## src/rtl/branch_predict_resolve_unit.sv

```systemverilog
// EX-stage conditional branch resolver with a BHT of saturating counters for IF-stage
// prediction, mispredict detection and saturating branch/mispredict performance counters.
module branch_predict_resolve_unit #(
    parameter int unsigned DATA_WIDTH  = 32,
    parameter int unsigned BHT_ENTRIES = 64,
    parameter int unsigned CTR_BITS    = 2,
    parameter int unsigned PERF_WIDTH  = 32
) (
    input  logic                  clk,
    input  logic                  rst,
    input  logic [31:0]           pred_pc,
    output logic                  pred_taken,
    input  logic                  branch,
    input  logic [DATA_WIDTH-1:0] input0,
    input  logic [DATA_WIDTH-1:0] input1,
    input  logic [5:0]            Branch_Code,
    input  logic [31:0]           res_pc,
    input  logic                  res_pred_taken,
    input  logic                  ex_stall,
    output logic                  branch_taken,
    output logic                  mispredict,
    output logic [PERF_WIDTH-1:0] branch_count,
    output logic [PERF_WIDTH-1:0] mispredict_count
);

    localparam int unsigned IDX = $clog2(BHT_ENTRIES);

    localparam logic [CTR_BITS-1:0]   CTR_MAX  = '1;
    localparam logic [CTR_BITS-1:0]   CTR_INIT = CTR_MAX >> 1;
    localparam logic [PERF_WIDTH-1:0] PERF_MAX = '1;

    localparam logic [5:0] BC_BEQ  = 6'h03;
    localparam logic [5:0] BC_BNE  = 6'h04;
    localparam logic [5:0] BC_BLEZ = 6'h07;
    localparam logic [5:0] BC_BGTZ = 6'h0F;
    localparam logic [5:0] BC_BGEZ = 6'h11;
    localparam logic [5:0] BC_BLTZ = 6'h13;

    logic [CTR_BITS-1:0]   r_bht [BHT_ENTRIES];
    logic [PERF_WIDTH-1:0] r_branch_count;
    logic [PERF_WIDTH-1:0] r_mispredict_count;

    logic [IDX-1:0] w_pred_idx;
    logic [IDX-1:0] w_res_idx;
    logic           w_neg;
    logic           w_zero;
    logic           w_known;
    logic           w_cond;
    logic           w_update;

    assign w_pred_idx = pred_pc[IDX+1:2];
    assign w_res_idx  = res_pc[IDX+1:2];

    // Signed compares against zero reduce to the sign bit and a zero test.
    assign w_neg  = input0[DATA_WIDTH-1];
    assign w_zero = (input0 == '0);

    always_comb begin
        w_known = 1'b1;
        w_cond  = 1'b0;
        case (Branch_Code)
            BC_BEQ:  w_cond = (input0 == input1);
            BC_BNE:  w_cond = (input0 != input1);
            BC_BLEZ: w_cond = w_neg | w_zero;
            BC_BGTZ: w_cond = ~w_neg & ~w_zero;
            BC_BGEZ: w_cond = ~w_neg;
            BC_BLTZ: w_cond = w_neg;
            default: w_known = 1'b0;
        endcase
    end

    assign branch_taken     = branch & w_known & w_cond;
    // Unknown codes still flag a mispredict so a predicted-taken one gets redirected.
    assign mispredict       = branch & (branch_taken ^ res_pred_taken);
    assign pred_taken       = r_bht[w_pred_idx][CTR_BITS-1];
    assign w_update         = branch & w_known & ~ex_stall;
    assign branch_count     = r_branch_count;
    assign mispredict_count = r_mispredict_count;

    always_ff @(posedge clk) begin
        if (rst) begin
            for (int i = 0; i < BHT_ENTRIES; i++) begin
                r_bht[i] <= CTR_INIT;
            end
            r_branch_count     <= '0;
            r_mispredict_count <= '0;
        end else if (w_update) begin
            if (branch_taken) begin
                if (r_bht[w_res_idx] != CTR_MAX) begin
                    r_bht[w_res_idx] <= r_bht[w_res_idx] + 1'b1;
                end
            end else if (r_bht[w_res_idx] != '0) begin
                r_bht[w_res_idx] <= r_bht[w_res_idx] - 1'b1;
            end
            if (r_branch_count != PERF_MAX) begin
                r_branch_count <= r_branch_count + 1'b1;
            end
            if (mispredict && (r_mispredict_count != PERF_MAX)) begin
                r_mispredict_count <= r_mispredict_count + 1'b1;
            end
        end
    end

endmodule
```

## config.mk

```make
export PLATFORM = sky130hd
export DESIGN_NAME = branch_predict_resolve_unit
export DESIGN_NICKNAME = d
export VERILOG_FILES = /design/src/rtl/branch_predict_resolve_unit.sv
export SDC_FILE = /design/constraint.sdc
export NUM_CORES = 1
export LEC_CHECK = 0
export CAP_MARGIN = 5
export CORE_AREA = 2 2 163 165
export CTS_CLUSTER_DIAMETER = 60
export DETAILED_ROUTE_END_ITERATION = 10
export DIE_AREA = 0 0 165 167
export PLACE_DENSITY_LB_ADDON = 0.15
export SETUP_SLACK_MARGIN = 0.1
export SLEW_MARGIN = 20
export SYNTH_ARGS = -nofsm -noshare
export SYNTH_HDL_FRONTEND = slang
export SYNTH_SLANG_ARGS = --single-unit
```

## constraint.sdc

```tcl
create_clock -name clk -period 5.2 [get_ports clk]
set_input_delay 1.04 -clock clk [delete_from_list [all_inputs] [get_ports clk]]
set_output_delay 1.04 -clock clk [all_outputs]
set_load 0.01 [all_outputs]
```

==> results.py <==
metrics = {
    "worst_setup_path": {
        "rrSetupSlack_ps": 2190,
        "critPathTopFamily": "multiplexers",
        "r2r_cells": 9,
        "worstSetupPathType": "in2out",
        "path_cells": "clkdlybuf4s50_1 > buf_12 > mux4_2 > mux4_2 > mux4_2 > clkdlybuf4s50_1",
        "cpMostUsedCell": "mux4_2",
        "cp.arrival_ps": 3780,
        "crit_required_ps": 4160,
        "r2r_end": "mispredict_count[28]",
        "cp_num_buf_inv": 3,
        "start_kind": "primary input",
        "max_stage_delay_ps": 570,
        "path_max_fanout": 16,
        "slowest_stage": "mux4_2",
        "end_kind": "output pin",
        "reg2reg_from": "mispredict_count[10]",
    },
    "floorplanning": {
        "rows": 59,
        "fp.coreArea_um2": 25800,
        "initial_core_util": 0.447,
        "die_w_um": 165,
        "ioPinCount": 206,
        "die-area_um2": 27600,
        "fp.dieH_um": 167,
    },
    "timing": {
        "clock.fmax_mhz": 208,
        "tns_ps": 0,
        "grt_setup_unrepaired": "false",
        "hold_viol": 0,
        "setup_viol": 0,
        "layout_setup_ws_ps": 382,
        "layout_min_cycle_time_ps": 4820,
        "slew_headroom": 0.371,
        "skew_ps": 13.2,
        "period_share": 0.927,
        "final_max_slew_viol_count": 0,
        "worstMarginPinSlew_ps": 943,
    },
    "route": {
        "vias": 9194,
        "wire_per_inst_um": 20.5,
        "viasPerCell": 5.84,
        "drc": 0,
        "drt_iter0_drc": 719,
        "firstDrtPassIters": 5,
        "ant_nets": 0,
        "wirelength_mm": 32.3,
    },
    "global_route": {
        "overflow": 0,
        "first_global_vias": 8861,
        "track_usage": 0.235,
        "grt_pass1_wl_mm": 49.7,
        "grt_max_degree": 94,
        "antenna_found_initial": 0,
    },
    "layout": {
        "final_common_cell": "nand2_1",
        "drive_gt1_frac": 0.179,
        "instances_no_fill": 1574,
        "syn2layout_area_growth_pct": 20.8,
        "fin_nets": 1367,
        "layout_common_cells": "165 x nand2_1, 150 x clkdlybuf4s50_1, 128 x edfxtp_1",
        "diodes": 0,
    },
    "clocking": {
        "cts_hold_buf": 0,
        "cts_tree": "done",
        "numCtsBuffers": 17,
        "cts-root-buf": "clkbuf_16",
        "clock_sinks": 192,
        "clk_pin_slew_ps": 80,
        "insertion_delay_ps": 450,
        "htreeDepth": 4,
        "clockBufferDepth": 2,
    },
    "synth": {
        "yosysSeqAreaShare": 0.445,
        "synth_area_leaders": "edfxtp_1 33%, dfxtp_1 11%, mux4_2 6.3%, o21bai_2 5.9%, nand2_1 5.4%",
        "syn_inst": 1104,
        "async_reset_ff_frac": 0,
        "synth_top_area_share": 0.334,
        "yosysUniqueCellTypes": 70,
        "ys_ff_latch": 192,
        "synth_edf_count": 128,
        "synth_nets": 1245,
        "avgSynthCellArea_um2": 10.4,
        "yosys_most_used_dff": "edfxtp_1",
        "yosysTopAreaCell": "edfxtp_1",
        "netlist_area_um2": 11500,
        "yosysWarnings": 0,
    },
    "hold_path": {
        "whs_path_depth": 2,
        "holdPathEnd": "mispredict_count[15]",
        "hp-class": "reg2reg",
        "min-delay-start": "mispredict_count[15]",
    },
    "pwr": {
        "combPwrFrac": 0.133,
        "p_sw_frac": 0.258,
        "p_leak_nw": 4.30,
        "p_int_mw": 2.57,
        "power.density_nw_per_um2": 249,
        "p_sw_uw": 893,
        "seqPwrFrac": 0.477,
        "clkPwrFrac": 0.391,
        "peakVddDrop_uv": 160,
    },
    "place": {
        "place_inst": 1542,
        "dpl_worst_slack_ps": 211,
        "port_buffers": 153,
        "dp_hpwl_mm": 21.8,
        "gp_congestion": 0.867,
    },
    "job": {
        "cap_viol_max_count": 0,
    },
    "outcome": {
        "status": "complete, no violations",
    },
}
## metal layers
metal / share of wire / wire [um] / track usage / up-vias
met3: 0.064 / 2060 / 0.0401 / 60
met1: 0.43 / 13900 / 0.324 / 4480
met4: 0.025 / 810 / 0.0737 / 0
met5: 0 / 0 / 0 / -
met2: 0.48 / 15600 / 0.378 / 342
li1: - / - / - / 4312
## state kept, by name (all words and copies together) (netlist names)
register / flops
branch_count: 32
r_bht: 128
mispredict_count: 32
## cells by family (layout without fill, tap and decap cells)
kind of cell / after synthesis / in the layout / synth area share
and+or+nand+nor: 509 / 509 / 0.228
DFF: 192 / 192 / 0.445
AOI/OAI and AO/OA: 169 / 169 / 0.121
buffers and inverters: 97 / 232 / 0.0507
muxes: 77 / 77 / 0.109
xor gates and xnor gates: 58 / 58 / 0.0441
adders and majority gates: 2 / 2 / 0.00217
## through the flow
| step | instance area [um^2] | util | power [mW] | hold slack (ps) |
|---|---|---|---|---|
| 2_1_floorplan | 11500 | - | 2.00 | 504 |
| 3_3_place_gp | 13300 | 0.516 | 2.14 | 481 |
| 3_5_place_dp | 13300 | 0.516 | 2.14 | 487 |
| 4_1_cts | 13900 | 0.539 | 3.48 | 498 |
| 5_1_grt | 13900 | 0.540 | 3.57 | 524 |
| 6_report | 13900 | 0.540 | 3.47 | 497 |
## worst min-delay path, cell delays in order (launching register included)
cell,delay (ps)
dfxtp_1,330
o31ai_1,70
a21oi_1,50
## synthesized netlist by cell type (17+ instances only)
cell,instances
a21oi_1,34
and3_1,17
clkbuf_1,38
dfxtp_1,64
edfxtp_1,128
mux2_2,20
mux4_2,32
nand2_1,165
nand3_1,38
nand4_1,30
nor2_1,105
nor2b_1,23
nor4_1,17
o21bai_2,60
xnor2_1,47
## area by class of cell
cell class	count	area [um^2]
multi-input combinational	815	5870
clock buffer	20	457
fill	2291	11900
sequential	192	5120
timing repair buffer	186	1840
clock inverter	12	138
tap	335	419
inverter	14	52.6
## how the worst max path moves through the flow
| stage | to | startpoint | slack (ps) | cells after the start |
|---|---|---|---|---|
| after CTS | mispredict | input0[23] | 210 | 10 |
| after global placement | mispredict | input0[23] | 230 | 10 |
| after floorplan | pred_taken | pred_pc[2] | 680 | 5 |
| final | pred_taken | pred_pc[2] | 380 | 6 |
| after detailed placement | mispredict | input0[23] | 210 | 10 |
| after global routing | mispredict | input0[23] | 200 | 10 |
## what timing repair did
item                                    4_1_cts  5_1_grt
endpoints found under the setup margin        0        1
buffers inserted                              0        0
resized for setup                             0        2
## power groups by stage
stage | Sequential [mW] | Clock (mW) | Combinational [mW]
CTS | 1.65 | 1.37 | 0.459
finish | 1.65 | 1.35 | 0.460
detailed placement | 1.69 | 0 | 0.458
floorplan | 1.68 | 0 | 0.321
global route | 1.65 | 1.43 | 0.489
global placement | 1.69 | 0 | 0.454
(Power assumes the default switching activity.)
